### src/rtl/hall_if.sv
// Hall conditioner bus: raw Hall inputs and controls toward the conditioner,
// cleaned Hall code, qualifiers and strobes back toward the gate driver.
//   hall_in[2:0]  raw asynchronous Hall inputs {C,B,A}
//   dir           commanded direction (0 forward, 1 reverse)
//   fault_clr     one-cycle request to leave FAULT
//   hall_out[2:0] accepted Hall code
//   hall_valid    high only while running
//   edge_pulse    strobe per in-sequence accepted code
//   seq_err       strobe per sequence or illegal-code error
//   fault         high while in FAULT
//   period        cycles between the last two edge_pulses
//   period_valid  period holds a real measurement
interface hall_if #(
  parameter int unsigned PERIOD_W = 20
) ();
  logic [2:0]          hall_in;
  logic                dir;
  logic                fault_clr;
  logic [2:0]          hall_out;
  logic                hall_valid;
  logic                edge_pulse;
  logic                seq_err;
  logic                fault;
  logic [PERIOD_W-1:0] period;
  logic                period_valid;

  modport master (
    output hall_in, dir, fault_clr,
    input  hall_out, hall_valid, edge_pulse, seq_err, fault, period, period_valid
  );

  modport slave (
    input  hall_in, dir, fault_clr,
    output hall_out, hall_valid, edge_pulse, seq_err, fault, period, period_valid
  );
endinterface

### src/rtl/hall_conditioner.sv
// BLDC Hall-sensor conditioner: synchronises and debounces the raw Hall
// inputs, rejects illegal codes, checks the commutation sequence against the
// commanded direction and qualifies the result for the gate driver.
// Optional feature macro: HALL_PERIOD_EN (edge-to-edge period measurement).
// Ports:
//   clk  system clock
//   rst  synchronous active-high reset
//   bus  hall_if slave modport (see hall_if.sv for signal list)
module hall_conditioner #(
  parameter int unsigned DEBOUNCE_CYCLES = 16,
  parameter int unsigned FAULT_LIMIT     = 3,
  parameter int unsigned PERIOD_W        = 20
) (
  input  logic  clk,
  input  logic  rst,
  hall_if.slave bus
);

  localparam int unsigned DW = (DEBOUNCE_CYCLES > 2) ? $clog2(DEBOUNCE_CYCLES) : 1;
  localparam int unsigned EW = $clog2(FAULT_LIMIT + 1);
  localparam logic [DW-1:0] DMAX  = DW'(DEBOUNCE_CYCLES - 1);
  localparam logic [EW-1:0] ELIM  = EW'(FAULT_LIMIT);

  typedef enum logic [1:0] {ST_INIT, ST_RUN, ST_FAULT} state_e;

  state_e        state_q, state_d;
  logic [2:0]    sync1_q, sync2_q;
  logic [2:0]    cand_q, cand_d;
  logic [DW-1:0] dcnt_q, dcnt_d;
  logic [2:0]    hall_q, hall_d;
  logic [EW-1:0] err_q, err_d;
  logic          ill_done_q, ill_done_d;
  logic          dir_q;
  logic          edge_q, edge_d;
  logic          serr_q, serr_d;
  logic          valid_q, fault_q;
  logic          stable_c, event_c, legal_c, err_bump_c;
  logic [2:0]    expect_c;

  // Successor of a legal code around the commutation cycle in either direction.
  function automatic logic [2:0] next_code(input logic [2:0] code, input logic rev);
    logic [2:0] nxt;
    nxt = 3'b000;
    case (code)
      3'b001: nxt = rev ? 3'b101 : 3'b011;
      3'b011: nxt = rev ? 3'b001 : 3'b010;
      3'b010: nxt = rev ? 3'b011 : 3'b110;
      3'b110: nxt = rev ? 3'b010 : 3'b100;
      3'b100: nxt = rev ? 3'b110 : 3'b101;
      3'b101: nxt = rev ? 3'b100 : 3'b001;
      default: nxt = 3'b000;
    endcase
    return nxt;
  endfunction

  // Next-state, debounce and output logic.
  always_comb begin
    state_d    = state_q;
    cand_d     = cand_q;
    dcnt_d     = dcnt_q;
    hall_d     = hall_q;
    err_d      = err_q;
    ill_done_d = ill_done_q;
    edge_d     = 1'b0;
    serr_d     = 1'b0;
    err_bump_c = 1'b0;

    stable_c = (dcnt_q == DMAX);
    event_c  = stable_c && (cand_q != hall_q);
    legal_c  = (cand_q != 3'b000) && (cand_q != 3'b111);
    expect_c = next_code(hall_q, dir_q);

    case (state_q)
      ST_INIT: begin
        if (event_c && legal_c) begin
          hall_d  = cand_q;
          state_d = ST_RUN;
        end
      end
      ST_RUN: begin
        if (event_c) begin
          if (!legal_c) begin
            // An illegal code persists as an event; report it only once.
            if (!ill_done_q) begin
              serr_d     = 1'b1;
              ill_done_d = 1'b1;
              err_bump_c = 1'b1;
            end
          end else if (cand_q == expect_c) begin
            hall_d = cand_q;
            edge_d = 1'b1;
            err_d  = '0;
          end else begin
            hall_d     = cand_q;
            serr_d     = 1'b1;
            err_bump_c = 1'b1;
          end
        end
      end
      ST_FAULT: begin
        if (bus.fault_clr) begin
          state_d = ST_INIT;
          err_d   = '0;
        end
      end
      default: state_d = ST_INIT;
    endcase

    if (err_bump_c) begin
      err_d = err_q + EW'(1);
      if (err_d >= ELIM) state_d = ST_FAULT;
    end

    // Debounce: a new synchronised code restarts the stability count and
    // re-arms illegal-code reporting (overrides any set above).
    if (sync2_q != cand_q) begin
      cand_d     = sync2_q;
      dcnt_d     = '0;
      ill_done_d = 1'b0;
    end else if (dcnt_q != DMAX) begin
      dcnt_d = dcnt_q + DW'(1);
    end
  end

  // State and output registers.
  always_ff @(posedge clk) begin
    if (rst) begin
      state_q    <= ST_INIT;
      sync1_q    <= 3'b000;
      sync2_q    <= 3'b000;
      cand_q     <= 3'b000;
      dcnt_q     <= '0;
      hall_q     <= 3'b000;
      err_q      <= '0;
      ill_done_q <= 1'b0;
      dir_q      <= 1'b0;
      edge_q     <= 1'b0;
      serr_q     <= 1'b0;
      valid_q    <= 1'b0;
      fault_q    <= 1'b0;
    end else begin
      state_q    <= state_d;
      sync1_q    <= bus.hall_in;
      sync2_q    <= sync1_q;
      cand_q     <= cand_d;
      dcnt_q     <= dcnt_d;
      hall_q     <= hall_d;
      err_q      <= err_d;
      ill_done_q <= ill_done_d;
      dir_q      <= bus.dir;
      edge_q     <= edge_d;
      serr_q     <= serr_d;
      valid_q    <= (state_d == ST_RUN);
      fault_q    <= (state_d == ST_FAULT);
    end
  end

  assign bus.hall_out   = hall_q;
  assign bus.hall_valid = valid_q;
  assign bus.edge_pulse = edge_q;
  assign bus.seq_err    = serr_q;
  assign bus.fault      = fault_q;

`ifdef HALL_PERIOD_EN
  logic [PERIOD_W-1:0] pcnt_q, pcnt_d;
  logic [PERIOD_W-1:0] period_q, period_d;
  logic                armed_q, armed_d;
  logic                pvalid_q, pvalid_d;
  logic                psat_c;

  // Period counter: reloads to 1 on each edge so the captured value is the
  // exact cycle distance between edge_pulses; the first edge after entering
  // RUN only arms the measurement.
  always_comb begin
    psat_c   = (pcnt_q == '1);
    pcnt_d   = psat_c ? pcnt_q : pcnt_q + PERIOD_W'(1);
    period_d = period_q;
    armed_d  = armed_q;
    pvalid_d = pvalid_q;
    if (edge_d) begin
      period_d = pcnt_q;
      pcnt_d   = PERIOD_W'(1);
      armed_d  = 1'b1;
      pvalid_d = armed_q && !psat_c;
    end else if (psat_c) begin
      armed_d  = 1'b0;
      pvalid_d = 1'b0;
    end
    if (state_d != ST_RUN) begin
      armed_d  = 1'b0;
      pvalid_d = 1'b0;
    end
  end

  always_ff @(posedge clk) begin
    if (rst) begin
      pcnt_q   <= '0;
      period_q <= '0;
      armed_q  <= 1'b0;
      pvalid_q <= 1'b0;
    end else begin
      pcnt_q   <= pcnt_d;
      period_q <= period_d;
      armed_q  <= armed_d;
      pvalid_q <= pvalid_d;
    end
  end

  assign bus.period       = period_q;
  assign bus.period_valid = pvalid_q;
`else
  assign bus.period       = PERIOD_W'(0);
  assign bus.period_valid = 1'b0;
`endif

endmodule
### src/flat_wrapper.sv
// flat-port wrapper written by rule: the top's interface ports become plain ports
module hall_conditioner_flat 
#(
  parameter int unsigned DEBOUNCE_CYCLES = 16,
  parameter int unsigned FAULT_LIMIT     = 3,
  parameter int unsigned PERIOD_W        = 20
)
  (clk, rst, bus_hall_in, bus_dir, bus_fault_clr, bus_hall_out, bus_hall_valid, bus_edge_pulse, bus_seq_err, bus_fault, bus_period, bus_period_valid);
  hall_if #(.PERIOD_W(PERIOD_W)) bus_i ();
  input  logic clk;
  input  logic rst;
  input wire logic [$bits(bus_i.hall_in)-1:0] bus_hall_in;
  input wire logic [$bits(bus_i.dir)-1:0] bus_dir;
  input wire logic [$bits(bus_i.fault_clr)-1:0] bus_fault_clr;
  output wire logic [$bits(bus_i.hall_out)-1:0] bus_hall_out;
  output wire logic [$bits(bus_i.hall_valid)-1:0] bus_hall_valid;
  output wire logic [$bits(bus_i.edge_pulse)-1:0] bus_edge_pulse;
  output wire logic [$bits(bus_i.seq_err)-1:0] bus_seq_err;
  output wire logic [$bits(bus_i.fault)-1:0] bus_fault;
  output wire logic [$bits(bus_i.period)-1:0] bus_period;
  output wire logic [$bits(bus_i.period_valid)-1:0] bus_period_valid;
  assign bus_i.hall_in = bus_hall_in;
  assign bus_i.dir = bus_dir;
  assign bus_i.fault_clr = bus_fault_clr;
  assign bus_hall_out = bus_i.hall_out;
  assign bus_hall_valid = bus_i.hall_valid;
  assign bus_edge_pulse = bus_i.edge_pulse;
  assign bus_seq_err = bus_i.seq_err;
  assign bus_fault = bus_i.fault;
  assign bus_period = bus_i.period;
  assign bus_period_valid = bus_i.period_valid;
  hall_conditioner #(.DEBOUNCE_CYCLES(DEBOUNCE_CYCLES), .FAULT_LIMIT(FAULT_LIMIT), .PERIOD_W(PERIOD_W)) u_core (.clk(clk), .rst(rst), .bus(bus_i));
endmodule
### config.mk
export PLATFORM = sky130hd
export DESIGN_NAME = hall_conditioner_flat
export DESIGN_NICKNAME = d
export VERILOG_FILES = /design/src/rtl/hall_if.sv /design/src/rtl/hall_conditioner.sv /design/src/flat_wrapper.sv
export SDC_FILE = /design/constraint.sdc
export NUM_CORES = 1
export LEC_CHECK = 0
export ABC_CLOCK_PERIOD_IN_PS = 5500
export CORE_ASPECT_RATIO = 0.6
export CORE_MARGIN = 1.5
export CORE_UTILIZATION = 65
export DETAILED_ROUTE_END_ITERATION = 16
export DONT_BUFFER_PORTS = 1
export PLACE_DENSITY = 0.81
export REMOVE_ABC_BUFFERS = 1
export SYNTH_ARGS = -nofsm -noshare
export SYNTH_HDL_FRONTEND = slang
export SYNTH_SLANG_ARGS = --single-unit
### constraint.sdc
create_clock -name clk -period 5.5 [get_ports clk]
set_clock_uncertainty 0.05 [all_clocks]
set_input_delay 0 -clock clk [delete_from_list [all_inputs] [get_ports clk]]
set_output_delay 0 -clock clk [all_outputs]
set_load 0.02 [all_outputs]
==> summary.md <==
| Metric | Value |
|---|---|
| Worst hold slack | 0.150 ns |
| Bufs and invs on worst path | 0 |
| Routed vias | 977 |
| Syn avg cell area | 9.28 sq um |
| Final wirelength | 2340 microns |
| Setup WS pre-CTS | 3.17 ns |
| Post-cts sizing count | 0 |
| Global-route wire length before repair | 3970 microns |
| Nets | 167 |
| Kind of critical path | reg -> reg |
| Final min period | 2.40 ns |
| Worst Setup SP | u_core.bus.hall_out[1]$_SDFFE_PP0P_ |
| Dominant cell type by area after synthesis | dfxtp_1 |
| #FFs+latches synth | 26 |
| Largest cells by area after synthesis | dfxtp_1, buf_4, nor2b_1, ha_1, nor2_1 |
| Drt drc | 0 |
| Startpoint types | register |
| ANT cells | 0 |
| Seq/Total Area, Yosys | 36.9% |
| Element type at the critical path end | register |
| Final Hold Viols | 0 |
| Pin count of the biggest net entering global routing | 24 |
| RR Startpoint | u_core.bus.hall_out[1]$_SDFFE_PP0P_ |
| Reg clk slew, reported paths | 0.13 ns |
| Root buf cell | clkbuf_4 |
| Final period util | 43.6% |
| Placement row count | 12 |
| Final instance area | 1420 sq um |
| Fraction of layout cells with a size suffix above 1 | 5.26% |
| Post-synth EDFFs | 0 |
| Status | completed |
| Hold Path Origin | bus_fault_clr |
| Yosys top cell area share | 36.9% |
| DRT antenna net count | 0 |
| Routability cong. | 0.771 |
| YS warnings | 0 |
| Sink Count | 26 |
| Worst Hold Class | in -> reg |
| Top-count cell post-synth | dfxtp_1 |
| F_max | 417 MHz |
| Port Buf Inserts | 0 |
| Num CTS Buffers | 3 |
| Max transition margin | 46.5% |
| Core Area | 1940 sq um |
| Fin worst setup slack | 3.10 ns |
| Die height | 39.1 microns |
| Filler cells | 145 |
| Worst-Skew Late Latency | 0.32 ns |
| Final setup violation count | 0 |
| Crit path max fanout | 10 |
| Area growth syn-to-layout | 0.887% |
| RSZ-0062 raised after global routing | false |
| Top Family by Delay on Critical Path | compound AO/OA/AOI/OAI gates |
| Dpl hpwl | 1710 microns |
| DRT Pass-1 Iters | 4 |
| CTS tree | done |
| Pwr dens | 261 nW/um^2 |
| Via density | 5.43 |
| Async SR Flop Fraction | 0% |
| PnR Total Power | 371 uW |
| Max stage delay on crit path | 0.64 ns |
| Critical path arrival | 2.63 ns |
| Synthesized area | 1410 sq um |
| Required @ worst endpoint | 5.73 ns |
| Longest Clk Path Bufs | 2 |
| VDD IR-drop max | 207 uV |
| Die width | 63.1 microns |
| Yosys cell types | 41 |
| DP Area | 1320 sq um |
| Pleak | 0.579 nW |
| Effective utilization at floorplan | 72.8% |
| Least-Margin Pin Slew | 0.801 ns |
| Setup TNS Final | 0 ns |
| Die footprint | 2470 sq um |
| Max_cap viols | 0 |
| Syn Inst Count | 152 |
| H-tree Lvls | 1 |
| Synth cell count leaders | dfxtp_1, buf_4, nor2_1, nor2b_1, ha_1 |
| CP Cell Sequence | or3b_1, a311oi_1, o22ai_1, o311a_4, a211oi_2, and2b_1 |
| Vias in the first global route | 865 |
| Num ports | 35 |
| Total GRT Usage | 22.3% |
| Critical path's slowest cell | dfxtp_1 |
| Main synth FF type | dfxtp_1 |
| Gr ovfl total | 0 |
| Final Max Tran Viols | 0 |
| Initial antenna violation count | 0 |
| WL/cell | 13.0 microns |
| Drt initial violations | 113 |
cells by family (layout without fill, tap and decap cells):
logic type / count (synthesis) / count (layout) / share of synthesized area (%)
xor+xnor: 8 / 8 / 4.97
mux: 6 / 6 / 5.24
flops: 26 / 26 / 36.9
fa+ha+maj: 7 / 7 / 6.21
simple gates: 52 / 52 / 20.0
other cells: 1 / 21 / 0.266
buf+inv: 34 / 14 / 15.5
compound gates: 18 / 18 / 10.9
worst register-to-register path, cell delays in order (launching register included):
cell and delay, ns:
dfxtp_1 0.64, or3b_1 0.41, a311oi_1 0.27, o22ai_1 0.16, o311a_4 0.44, a211oi_2 0.25, and2b_1 0.15
worst paths after layout:
kind / cells after the start / slack [ns] / to
max: 6 / 3.10 / u_core.bus.hall_valid$_SDFF_PP0_
min: 4 / 0.15 / u_core.err_q[1]$_SDFFE_PP0P_
max reg2reg: 6 / 3.10 / u_core.bus.hall_valid$_SDFF_PP0_
min reg2reg: 1 / 0.40 / u_core.sync2_q[2]$_SDFF_PP0_
cell type report:
class | instances | area (sq um) | share of cell area [%]
well taps | 28 | 35.0 | 2.46
flip-flops and latches | 26 | 520 | 36.6
clock inverters | 1 | 30.0 | 2.11
repair buffers | 5 | 50.0 | 3.52
inverters | 5 | 18.8 | 1.32
clock buffers | 3 | 22.5 | 1.58
multi-input cells | 112 | 746 | 52.4
stage by stage:
stage	utilization, %	cells
after floorplan	-	143
after global placement	68.2	171
after detailed placement	68.2	171
after CTS	73.4	180
after global routing	73.4	180
final	73.4	180
state kept, by name, summed over array words and instances (netlist names):
register / cells
u_core.sync1_q: 3
u_core.bus.hall_valid: 1
u_core.bus.seq_err: 1
u_core.bus.hall_out: 3
u_core.cand_q: 3
u_core.dir_q: 1
u_core.err_q: 2
u_core.bus.edge_pulse: 1
u_core.dcnt_q: 4
u_core.sync2_q: 3
u_core.ill_done_q: 1
u_core.state_q: 2
u_core.bus.fault: 1
placed cells by master (no fill, tap or decap):
| master | count |
|---|---|
| dfxtp_1 | 26 |
| conb_1 | 21 |
| nor2_1 | 15 |
| nor2b_1 | 15 |
| ha_1 | 7 |
| inv_1 | 5 |
| dlygate4sd3_1 | 5 |
| nand3_1 | 4 |
| xor2_1 | 4 |
| xnor2_1 | 4 |
| mux2i_1 | 4 |
| a21oi_1 | 3 |
| nand2_1 | 3 |
| nor3_1 | 3 |
| clkbuf_4 | 3 |
| nand3b_1 | 2 |
| o22ai_1 | 2 |
| a31oi_1 | 2 |
| nand2b_1 | 2 |
| nor3b_1 | 2 |
| mux2_2 | 1 |
| mux4_2 | 1 |
| or3b_1 | 1 |
| a311oi_1 | 1 |
| o41ai_1 | 1 |
| or3_1 | 1 |
| a221oi_1 | 1 |
| and2_1 | 1 |
| o311a_4 | 1 |
| a211o_1 | 1 |
| a41o_1 | 1 |
| a22oi_1 | 1 |
| a211oi_2 | 1 |
| and2b_1 | 1 |
| or4_1 | 1 |
| nor4_1 | 1 |
| a311o_1 | 1 |
| o2bb2ai_1 | 1 |
| a22o_1 | 1 |
| bufinv_16 | 1 |
timing repair:
action	4_1_cts	5_1_grt
endpoints found under the setup margin	0	0
hold endpoints to repair	26	0
buffers inserted	0	0
hold buffers	5	0
metal layers:
metal  vias to the layer above  GRT usage, %  share of wire, %
met1                       437          27.3                47
met4                         0          8.89               1.8
met2                        61          37.5                41
li1                        473             -                 -
met5                         -             0                 0
met3                         6          7.00                10
power breakdown:
part	total (mW)	switching [mW]	internal, mW	leakage, nW
Sequential	0.201	0.00709	0.194	0.212
Clock	0.129	0.0556	0.0738	0.0279
Combinational	0.0402	0.0265	0.0136	0.340
(Power assumes the default switching activity.)
